### src/rtl/spi_pkg.sv
// rtl/spi_pkg.sv - shared state type and default sizing for the SPI byte engine
package spi_pkg;

  typedef enum logic [2:0] {
    IDLE,
    SETUP,
    SHIFT,
    HOLD,
    DONE
  } spi_state_t;

  localparam int SPI_DATA_W  = 8;
  localparam int SPI_CLK_DIV = 4;

endpackage

### src/rtl/spi_clk_div.sv
// rtl/spi_clk_div.sv - free-running half-period tick generator with synchronous clear
module spi_clk_div #(
  parameter int CLK_DIV = 4
) (
  input  logic clk,
  input  logic rst,
  input  logic clr,
  output logic tick
);

  localparam int CW = $clog2(CLK_DIV + 1);
  localparam logic [CW-1:0] LAST = CW'(CLK_DIV - 1);

  logic [CW-1:0] cnt;

  assign tick = (cnt == LAST);

  always_ff @(posedge clk) begin
    if (rst || clr || tick) cnt <= '0;
    else                    cnt <= cnt + CW'(1);
  end

endmodule

### src/rtl/spi_byte_engine.sv
// rtl/spi_byte_engine.sv - SPI mode-0 byte engine behind a start/ready/done handshake
// Optional build macro SPI_LOOPBACK_EN feeds the rx shift register from the internal mosi register.
module spi_byte_engine
  import spi_pkg::*;
#(
  parameter int CLK_DIV = SPI_CLK_DIV,
  parameter int DATA_W  = SPI_DATA_W
) (
  input  logic              clk,
  input  logic              rst,
  input  logic              start,
  input  logic [DATA_W-1:0] tx_data,
  output logic              ready,
  output logic              done,
  output logic [DATA_W-1:0] rx_data,
  output logic              sclk,
  output logic              mosi,
  input  logic              miso,
  output logic              cs_n
);

  localparam int BW = $clog2(2 * DATA_W + 1);
  localparam logic [BW-1:0] LAST_HP   = BW'(2 * DATA_W - 1);
  localparam logic [BW-1:0] LAST_EVEN = BW'(2 * DATA_W - 2);

  spi_state_t        state, state_d;
  logic [BW-1:0]     bit_cnt, bit_cnt_d;
  logic [DATA_W-1:0] tx_sh, tx_sh_d;
  logic [DATA_W-1:0] rx_sh, rx_sh_d;
  logic [DATA_W-1:0] rx_data_d;
  logic              ready_d, done_d, sclk_d, mosi_d, cs_n_d;
  logic              tick, rx_in;

`ifdef SPI_LOOPBACK_EN
  // miso is deliberately masked out so the pin stays connected but has no effect
  assign rx_in = mosi | (miso & 1'b0);
`else
  assign rx_in = miso;
`endif

  spi_clk_div #(.CLK_DIV(CLK_DIV)) u_clk_div (
    .clk  (clk),
    .rst  (rst),
    .clr  (state_d != state),
    .tick (tick)
  );

  always_comb begin
    state_d   = state;
    bit_cnt_d = bit_cnt;
    tx_sh_d   = tx_sh;
    rx_sh_d   = rx_sh;
    rx_data_d = rx_data;
    ready_d   = ready;
    done_d    = 1'b0;
    sclk_d    = sclk;
    mosi_d    = mosi;
    cs_n_d    = cs_n;
    case (state)
      IDLE: begin
        ready_d = 1'b1;
        cs_n_d  = 1'b1;
        sclk_d  = 1'b0;
        if (start) begin
          state_d = SETUP;
          tx_sh_d = tx_data;
          mosi_d  = tx_data[DATA_W-1];
          cs_n_d  = 1'b0;
          ready_d = 1'b0;
        end
      end
      SETUP: begin
        if (tick) begin
          state_d = SHIFT;
          sclk_d  = 1'b1;
          rx_sh_d = {rx_sh[DATA_W-2:0], rx_in};
        end
      end
      SHIFT: begin
        // bit_cnt counts completed half-periods; an odd count means the next half is a rising one
        if (tick) begin
          if (bit_cnt == LAST_HP) begin
            state_d = HOLD;
            sclk_d  = 1'b0;
          end else begin
            bit_cnt_d = bit_cnt + BW'(1);
            if (bit_cnt[0]) begin
              sclk_d  = 1'b1;
              rx_sh_d = {rx_sh[DATA_W-2:0], rx_in};
            end else begin
              sclk_d = 1'b0;
              if (bit_cnt != LAST_EVEN) begin
                tx_sh_d = tx_sh << 1;
                mosi_d  = tx_sh[DATA_W-2];
              end
            end
          end
        end
      end
      HOLD: begin
        if (tick) begin
          state_d   = DONE;
          done_d    = 1'b1;
          cs_n_d    = 1'b1;
          rx_data_d = rx_sh;
        end
      end
      DONE: begin
        state_d = IDLE;
        ready_d = 1'b1;
      end
      default: begin
        state_d = IDLE;
        ready_d = 1'b1;
        cs_n_d  = 1'b1;
        sclk_d  = 1'b0;
      end
    endcase
    if (state_d != state) bit_cnt_d = '0;
  end

  always_ff @(posedge clk) begin
    if (rst) begin
      state   <= IDLE;
      bit_cnt <= '0;
      tx_sh   <= '0;
      rx_sh   <= '0;
      rx_data <= '0;
      ready   <= 1'b1;
      done    <= 1'b0;
      sclk    <= 1'b0;
      mosi    <= 1'b0;
      cs_n    <= 1'b1;
    end else begin
      state   <= state_d;
      bit_cnt <= bit_cnt_d;
      tx_sh   <= tx_sh_d;
      rx_sh   <= rx_sh_d;
      rx_data <= rx_data_d;
      ready   <= ready_d;
      done    <= done_d;
      sclk    <= sclk_d;
      mosi    <= mosi_d;
      cs_n    <= cs_n_d;
    end
  end

endmodule

### config.mk
export PLATFORM = sky130hd
export DESIGN_NAME = spi_byte_engine
export DESIGN_NICKNAME = d
export VERILOG_FILES = /design/src/rtl/spi_pkg.sv /design/src/rtl/spi_clk_div.sv /design/src/rtl/spi_byte_engine.sv
export SDC_FILE = /design/constraint.sdc
export NUM_CORES = 1
export LEC_CHECK = 0
export CORE_UTILIZATION = 48
export DETAILED_ROUTE_END_ITERATION = 10
export PLACE_DENSITY = 0.77
export SLEW_MARGIN = 25
export SYNTH_ARGS = -nofsm -noshare
export SYNTH_HDL_FRONTEND = slang
export SYNTH_HIERARCHICAL = 1
export SYNTH_SLANG_ARGS = --single-unit
### constraint.sdc
create_clock -name clk -period 1.9 [get_ports clk]
set_clock_uncertainty 0.15 [all_clocks]
set_input_delay 0.19 -clock clk [delete_from_list [all_inputs] [get_ports clk]]
set_output_delay 0.19 -clock clk [all_outputs]
set_load 0.1 [all_outputs]
Yosys cells after proc, flatten, opt, wreduce, memory -nomap -nowiden
Cells that the tools add are included.
- output and inout bits: 13
- register bits after elaboration: 39
- add/sub/neg operators: 2
- equality and inequality tests: 16
- mux-type cells: 32
- reduce and logical (&&, ||, !) cells: 16
- bitwise gates (word level): 4
- operators with widths (operator ; count):
    two-way mux 7 bit ; 5
    two-way mux 8 bit ; 4
    one-hot mux 8 bit (2 select lines) ; 1
    two-way mux 3 bit ; 5
    one-hot mux 7 bit (2 select lines) ; 1
    one-hot mux 3 bit (4 select lines) ; 1
    two-way mux 1 bit ; 11
    != test 2 bit, second input constant ; 5
    equality test 3 x 2 -> 1 bit, second input constant ; 3
    != test 2 x 1 -> 1 bit, second input constant ; 3
    one-hot mux 1 bit (3 select lines) ; 2
    AND reduction 3 bit ; 2
    AND reduction 6 bit ; 1
    OR reduction 2 bit ; 3
    OR reduction 3 bit ; 2
    adder 5 x 1 -> 5 bit, second input constant ; 1
    equality test 5 x 4 -> 1 bit, second input constant ; 1
    != test 5 x 4 -> 1 bit, second input constant ; 1
    AND reduction 5 bit ; 1
    NOT 1 bit ; 4
    one-hot mux 1 bit (2 select lines) ; 2
    AND reduction 2 bit ; 2
    nonzero test 2 bit ; 2
    adder 3 x 1 -> 3 bit, second input constant ; 1
    other kinds (5) ; 6

Longest topological paths before layout
Gate-level depths: netlist (run 1).
- depth after elaboration: 7
- gate-level depth with buffers: 8

Modules after synthesis
Netlist (run 1), hierarchy kept.
- by module, submodules not included (module ; area an instance (µm²) ; cells each ; seq. area each (µm²) ; instances):
    spi_byte_engine ; 1606.5 ; 171 ; 720.7 ; 1
    spi_clk_div ; 116.4 ; 9 ; 60.1 ; 1

Least setup slack after synthesis (run 1)
OpenSTA, ideal clock, no wires.
- path kind: register to register
- start point: reg bit_cnt[0]
- end point: reg rx_sh[0]
- period minus slack after synthesis: 1.895 ns
- data required time: 1.622 ns
- data arrival time: 1.617 ns
- path slack: 0.005 ns
- cell stages (with the launch flop): 9
- cells stage by stage: dfxtp_1 -> ha_1 -> and3_1 -> ha_1 -> and4bb_1 -> o21ai_1 -> buf_4 -> mux2i_1 -> nor2_1
- cells in the longest elaborated chain, start to end: 3
- elaborated cells on any way between the ends: 4
- ends and longest elaborated chain (item ; RTL line ; source):
    start, declared ; spi_byte_engine.sv:27 ; logic [BW-1:0] bit_cnt, bit_cnt_d;
    start signal, assigned ; spi_byte_engine.sv:136 ; bit_cnt <= bit_cnt_d;
    equality test 5 x 4 -> 1 bit ; spi_byte_engine.sv:82 ; if (bit_cnt == LAST_HP) begin
    != test 2 bit (no source line) ; n/a ;
    AND reduction 5 bit (no source line) (*) ; n/a ;
    end signal, assigned ; spi_byte_engine.sv:138 ; rx_sh <= rx_sh_d;
    end, declared ; spi_byte_engine.sv:29 ; logic [DATA_W-1:0] rx_sh, rx_sh_d;
Every way passes the cells marked *; elsewhere a longest branch is shown, timed or not.
A chain may end at the register's enable or synchronous reset.

Worst setup path after layout (run 1)
- start point: reg bit_cnt[1]
- end point: reg rx_sh[2]
- cells in the longest elaborated chain, start to end: 3
- ends and longest elaborated chain (item ; RTL line):
    equality test 5 x 4 -> 1 bit ; spi_byte_engine.sv:82
    != test 2 bit (no source line) ; n/a
    AND reduction 5 bit (no source line) ; n/a
No other way between the ends.

==> reports/results.ini, run 1 <==
[outcome]
outcome = complete, no violations

[worst_setup_path]
required_ns = 1.99
rr_worst_depth = 8
rr_endpoint = rx_sh[2]
endpoint_kind = flop
critPathKind = flop to flop
r2r_slack_ns = 0.03
cp-start-kind = flop
worstPathArrival_ns = 1.96
r2r_start = bit_cnt[1]
crit_fanout = 9

[global_routing]
grt_pass1_vias = 1197
antenna_found_initial = 0
grt_use_total_pct = 19.1
grt_start_max_net_pins = 32
grt_pass1_wl_um = 5200
grt_overflow = 0

[clock_network]
htree_num_levels = 2
clkTransAtPathRegs_ns = 0.12
numCtsBuffers = 5
clock_path_buffers = 2
clk_latency_ns = 0.35
cts_root_buffer = clkbuf_4
cts_tree = done
cts.sink_count = 39

[floorplan]
floorplan.die_area_mm2 = 0.00383
pin_count = 25
fp-row-count = 21
fp.dieW_um = 61.9
core_area_mm2 = 0.00339
die_h_um = 61.9
start_util_pct = 50.8

[sta]
fin_crit_ns = 1.87
final_max_slew_viol_count = 0
tightest_slew_ns = 0.409
hold_viol_final = 0
post-route-period-util_pct = 98.3
rsz0062_at_grt = true
finalSetupViolations = 0
relSlewSlack_pct = 72.7
holdWs_ns = 0.239
max_freq_mhz = 535

[synthesis]
synth_edf_count = 0
seq_area_frac_synth_pct = 45.3
yosys-top-cells-area = dfxtp_1, mux2i_1, nor2_1, mux2_2, ha_1
synth_ff_type = dfxtp_1
postSynthAreaPerCell_um2 = 9.57
synth.distinct_cells = 36
synthesis.area_mm2 = 0.00172
post-synth-top-area-cell = dfxtp_1
synth.net_count = 197
yosysTopAreaCellShare_pct = 45.3
yosys_warnings = 6
ys_ff_latch = 39
async_flop_share_pct = 0
synthCells = 180

[power_and_ir_drop]
vdd_drop_max_v = 0.000491
powerDensity_mw_per_mm2 = 662
leakage_uw = 0.000956

[place]
routabilityCongestion = 0.807
dp_cells = 252
place_area_mm2 = 0.00204
dp_hpwl_um = 2330
io_buffers = 24

[hold_path]
hold_start = tx_data[0]
hold_depth = 3
min_to = tx_sh[0]
hold_path.class = input pin to flop

[job]
cap_violations = 0

[finish]
fin_util_pct = 65.3
fin_nets = 233
fin_cells = 263
final_layout_size_suffix_gt1_share_pct = 30.4
diodes = 0
area_growth_pct = 28.5
design_area_mm2 = 0.00221

[drt]
routed_via_density = 5.24
route.detailed.drc = 0
wl_per_cell_um = 13.6
dr.pass1.iters = 5
totalWireLength_um = 3570
drtIter0Drc = 84
num_vias = 1379
ant_nets = 0

==> per-stage QoR <==
stage | power, uW | setup WS (ns) | setup TNS (ns)
after floorplan | 985 | 0.00522 | 0
after global placement | 1030 | -0.0200 | -0.0901
after detailed placement | 1040 | -0.0989 | -0.891
after CTS | 1480 | -0.000950 | -0.000950
after global routing | 1540 | -0.0346 | -0.118
final | 1470 | 0.0319 | 0
==> flip-flops by register name (all words and copies together) (netlist names) <==
signal and flops:
rx_data 8, rx_sh 8, tx_sh 7, bit_cnt 5, state 3, u_clk_div/cnt 3
cs_n 1, done 1, mosi 1, ready 1, sclk 1
==> power by group <==
part           internal (uW)  switching (uW)  total (uW)
registers                839            13.3         852
logic                   85.5             100         186
clock network            141             286         427
total                   1070             399        1470
==> critical path, cell delays in order, from the launching register on <==
cell      delay, ns
dfxtp_2        0.38
ha_4           0.14
and3_4         0.19
ha_4           0.15
and4bb_1       0.19
o21ai_2        0.16
buf_12         0.15
mux2i_1        0.19
nor2_1         0.06
==> worst max-delay path by stage <==
stage                     start  slack, ns         end  cells past startpoint
2_1_floorplan        bit_cnt[0]      0.005    rx_sh[0]                      8
3_3_place_gp         bit_cnt[0]      -0.02    rx_sh[0]                      8
3_5_place_dp         bit_cnt[1]       -0.1    rx_sh[1]                      8
4_1_cts        u_clk_div/cnt[0]     -0.001  bit_cnt[3]                      7
5_1_grt              bit_cnt[0]      -0.03    rx_sh[2]                      8
6_report             bit_cnt[1]       0.03    rx_sh[2]                      8
==> layout make-up <==
class | count | area (um^2)
multi-input combinational | 127 | 957
sequential | 39 | 785
inverter | 5 | 18.8
fill | 276 | 1180
tap | 46 | 57.6
clock buffer | 5 | 37.5
timing repair buffer | 38 | 338
clock inverter | 3 | 20.0
==> layout by cell type, fill, tap and decap left out, drive strengths merged, types with 5 or more instances in the layout <==
master	synthesis	routed
nand3	5	5
ha	5	5
nor2	34	34
nand2	5	5
clkbuf	4	5
mux2i	16	16
mux2	7	7
clkdlybuf4s50	0	11
buf	5	27
a21oi	11	11
nand2b	9	9
inv	5	5
dfxtp	39	39
o21ai	5	5
==> timing repair <==
| action | 4_1_cts | 5_1_grt |
|---|---|---|
| pin swaps | 4 | 5 |
| buffers inserted | 1 | 2 |
| resized for setup | 8 | 12 |
| hold endpoints to repair | 0 | 0 |
| setup endpoints to repair | 20 | 28 |
| hold buffers | 0 | 0 |
==> logic make-up after synthesis <==
family | share of synthesized area, %
fa+ha+maj | 3.63
mux | 13.9
simple gates | 23.1
xor+xnor | 2.54
flops | 45.3
compound gates | 7.99
buf+inv | 3.56
==> synth_stat cells, types with 2 or more instances <==
cell,count
dfxtp_1,39
nor2_1,33
mux2i_1,16
a21oi_1,11
nand2b_1,9
mux2_2,7
ha_1,5
nand2_1,5
nand3_1,5
buf_2,4
clkbuf_1,4
inv_1,3
nor2b_1,3
o21ai_0,3
xnor2_1,3
a211oi_1,2
and3_1,2
and4bb_1,2
inv_2,2
nand3b_1,2
nor4_1,2
nor4b_2,2
o21ai_1,2
xor2_1,2
==> per-layer routing <==
| metal | vias to the layer above | wire [um] | track usage [%] |
|---|---|---|---|
| met2 | 43 | 1760 | 31.8 |
| met5 | - | 0 | 0 |
| met3 | 6 | 199 | 6.21 |
| met4 | 0 | 60 | 7.62 |
| li1 | 690 | - | - |
| met1 | 640 | 1550 | 22.7 |
No activity file was read; power rests on OpenSTA's default activity.
==> inputs of run 2 (changes only) <==
- PLACE_DENSITY: 0.77 -> 0.75
==> run 2 against run 1 <==
Effect of this change: hold slack lost 0.0069 ns; sequential power barely moved; maximum frequency increased by 1.8%; power decreased by 1.7%; sequential share of layout area decreased by 0.36 points; utilization grew 0.66 points; final area rose by 1.0%; final cell count rose by 0.38%; clock-buffer cell count increased by 1; flip-flop and latch count stayed put; register-to-register slack gained 0.03 ns; combinational power about the same; largest cell class unchanged.
==> reports/results.ini, run 2 (same netlist as run 1, synthesis figures left out) <==
[worst_setup_path]
critical_path.cell_chain = ha_4 -> and3_4 -> ha_4 -> and4bb_1 -> o21ai_2 -> buf_12 -> mux2i_2 -> nor2_1
crit_buf_inv = 1
worstPathArrival_ns = 1.92
max_stage_delay_ns = 0.37
required_ns = 1.99
cp-start-kind = flop
crit_fanout = 9
worst_path_dominant_cell_family = simple AND/OR/NAND/NOR gates
cp_slowest_cell = dfxtp_2
critPathKind = flop to flop
crit_top_cell = ha_4
endpoint_kind = flop

[floorplan]
fp-row-count = 21
die_h_um = 61.9
fp.dieW_um = 61.9
start_util_pct = 50.8
pin_count = 25
core_area_mm2 = 0.00339
floorplan.die_area_mm2 = 0.00383

[global_routing]
grt_pass1_wl_um = 4950
grt_use_total_pct = 18.0
antenna_found_initial = 0
grt_overflow = 0
grt_pass1_vias = 1157
grt_start_max_net_pins = 32

[power_and_ir_drop]
vdd_drop_max_v = 0.000412
intPower_uw = 1070
pwr-share-clk_pct = 28.1
power_frac_seq_pct = 59.1
netSwitchingPower_uw = 375
power_uw = 1440
powerDensity_mw_per_mm2 = 644
swShare_pct = 26.0
leakage_uw = 0.000957
comb_power_share_pct = 12.7

[sta]
max_freq_mhz = 545
post-route-period-util_pct = 96.6
fin_crit_ns = 1.83
finalSetupViolations = 0
holdWs_ns = 0.233
tightest_slew_ns = 0.428
rsz0062_at_grt = true
hold_viol_final = 0
final_max_slew_viol_count = 0
relSlewSlack_pct = 71.5

[finish]
final_common_cell = dfxtp_1
area_growth_pct = 29.8
final_layout_size_suffix_gt1_share_pct = 32.1
fillers = 269
diodes = 0
ff_latch_area_um2 = 785
fin_util_pct = 66.0
final_cell_mix = dfxtp_1, nor2_1, buf_4, mux2i_1, clkdlybuf4s50_1
multiInputGateArea_um2 = 972
fin_cells = 264
fin_nets = 234
reg_top3 = rx_data x8, rx_sh x8, tx_sh x7

[outcome]
outcome = complete, no violations

[job]
cap_violations = 0

[place]
dp_hpwl_um = 2170
io_buffers = 24
dp_cells = 252
routabilityCongestion = 0.839

[clock_network]
cts.sink_count = 39
clkTransAtPathRegs_ns = 0.11
cts_tree = done
clock_path_buffers = 2
htree_num_levels = 2
cts_root_buffer = clkbuf_4
clk_latency_ns = 0.34
numCtsBuffers = 5

[drt]
routed_via_density = 5.08
totalWireLength_um = 3140
dr.pass1.iters = 4
route.detailed.drc = 0
wl_per_cell_um = 11.9
num_vias = 1340
drtIter0Drc = 50
ant_nets = 0

[hold_path]
hold_path.class = input pin to flop

-- run 2: worst min-delay path: stages --
cell             delay, ns
clkdlybuf4s50_1       0.40
nand2_1               0.06
a21oi_1               0.05
-- run 2: metrics by stage --
step                cell area [um^2]  worst slack, ns  TNS, ns
floorplan                       1720          0.00522        0
CTS                             2140           0.0128        0
detailed placement              2040          -0.0462   -0.361
global placement                2040           0.0116        0
finish                          2240           0.0655        0
global route                    2240          -0.0364  -0.0681
-- run 2: routing by layer --
layer | global-route usage (%) | up-vias | part of all wire [%]
li1 | - | 684 | -
met1 | 22.6 | 619 | 49
met2 | 28.7 | 31 | 45
met3 | 6.21 | 6 | 4.8
met4 | 6.67 | 0 | 1.4
met5 | 0 | - | 0
-- run 2: final timing paths --
path | start | end | slack [ns] | depth (start not counted)
worst max register to register | bit_cnt[0] | rx_sh[7] | 0.07 | 8
worst min-delay path | tx_data[0] | tx_sh[0] | 0.23 | 3
worst min register to register | u_clk_div/cnt[0] | u_clk_div/cnt[0] | 0.26 | 1
worst max-delay path | bit_cnt[0] | rx_sh[7] | 0.07 | 8
-- run 2: power groups by stage --
| stage | Clock [uW] | Combinational, uW | Sequential [uW] |
|---|---|---|---|
| after global routing | 461 | 198 | 856 |
| after floorplan | 0 | 85.3 | 900 |
| after detailed placement | 0 | 167 | 870 |
| after global placement | 0 | 164 | 869 |
| final | 405 | 183 | 852 |
| after CTS | 424 | 177 | 852 |
-- run 2: final cells by class --
class	instances	area share (%)
Clock inverter	2	0.560
Sequential cell	39	35.1
Clock buffer	6	1.85
Tap cell	46	2.57
Inverter	5	0.839
Timing Repair Buffer	39	15.6
Multi-Input combinational cell	127	43.5
-- run 2: what timing repair did --
item,in CTS,in global routing
setup endpoints to repair,18,31
pin swaps,4,7
gates resized for setup,6,20
setup buffers,1,3
hold buffers,0,0
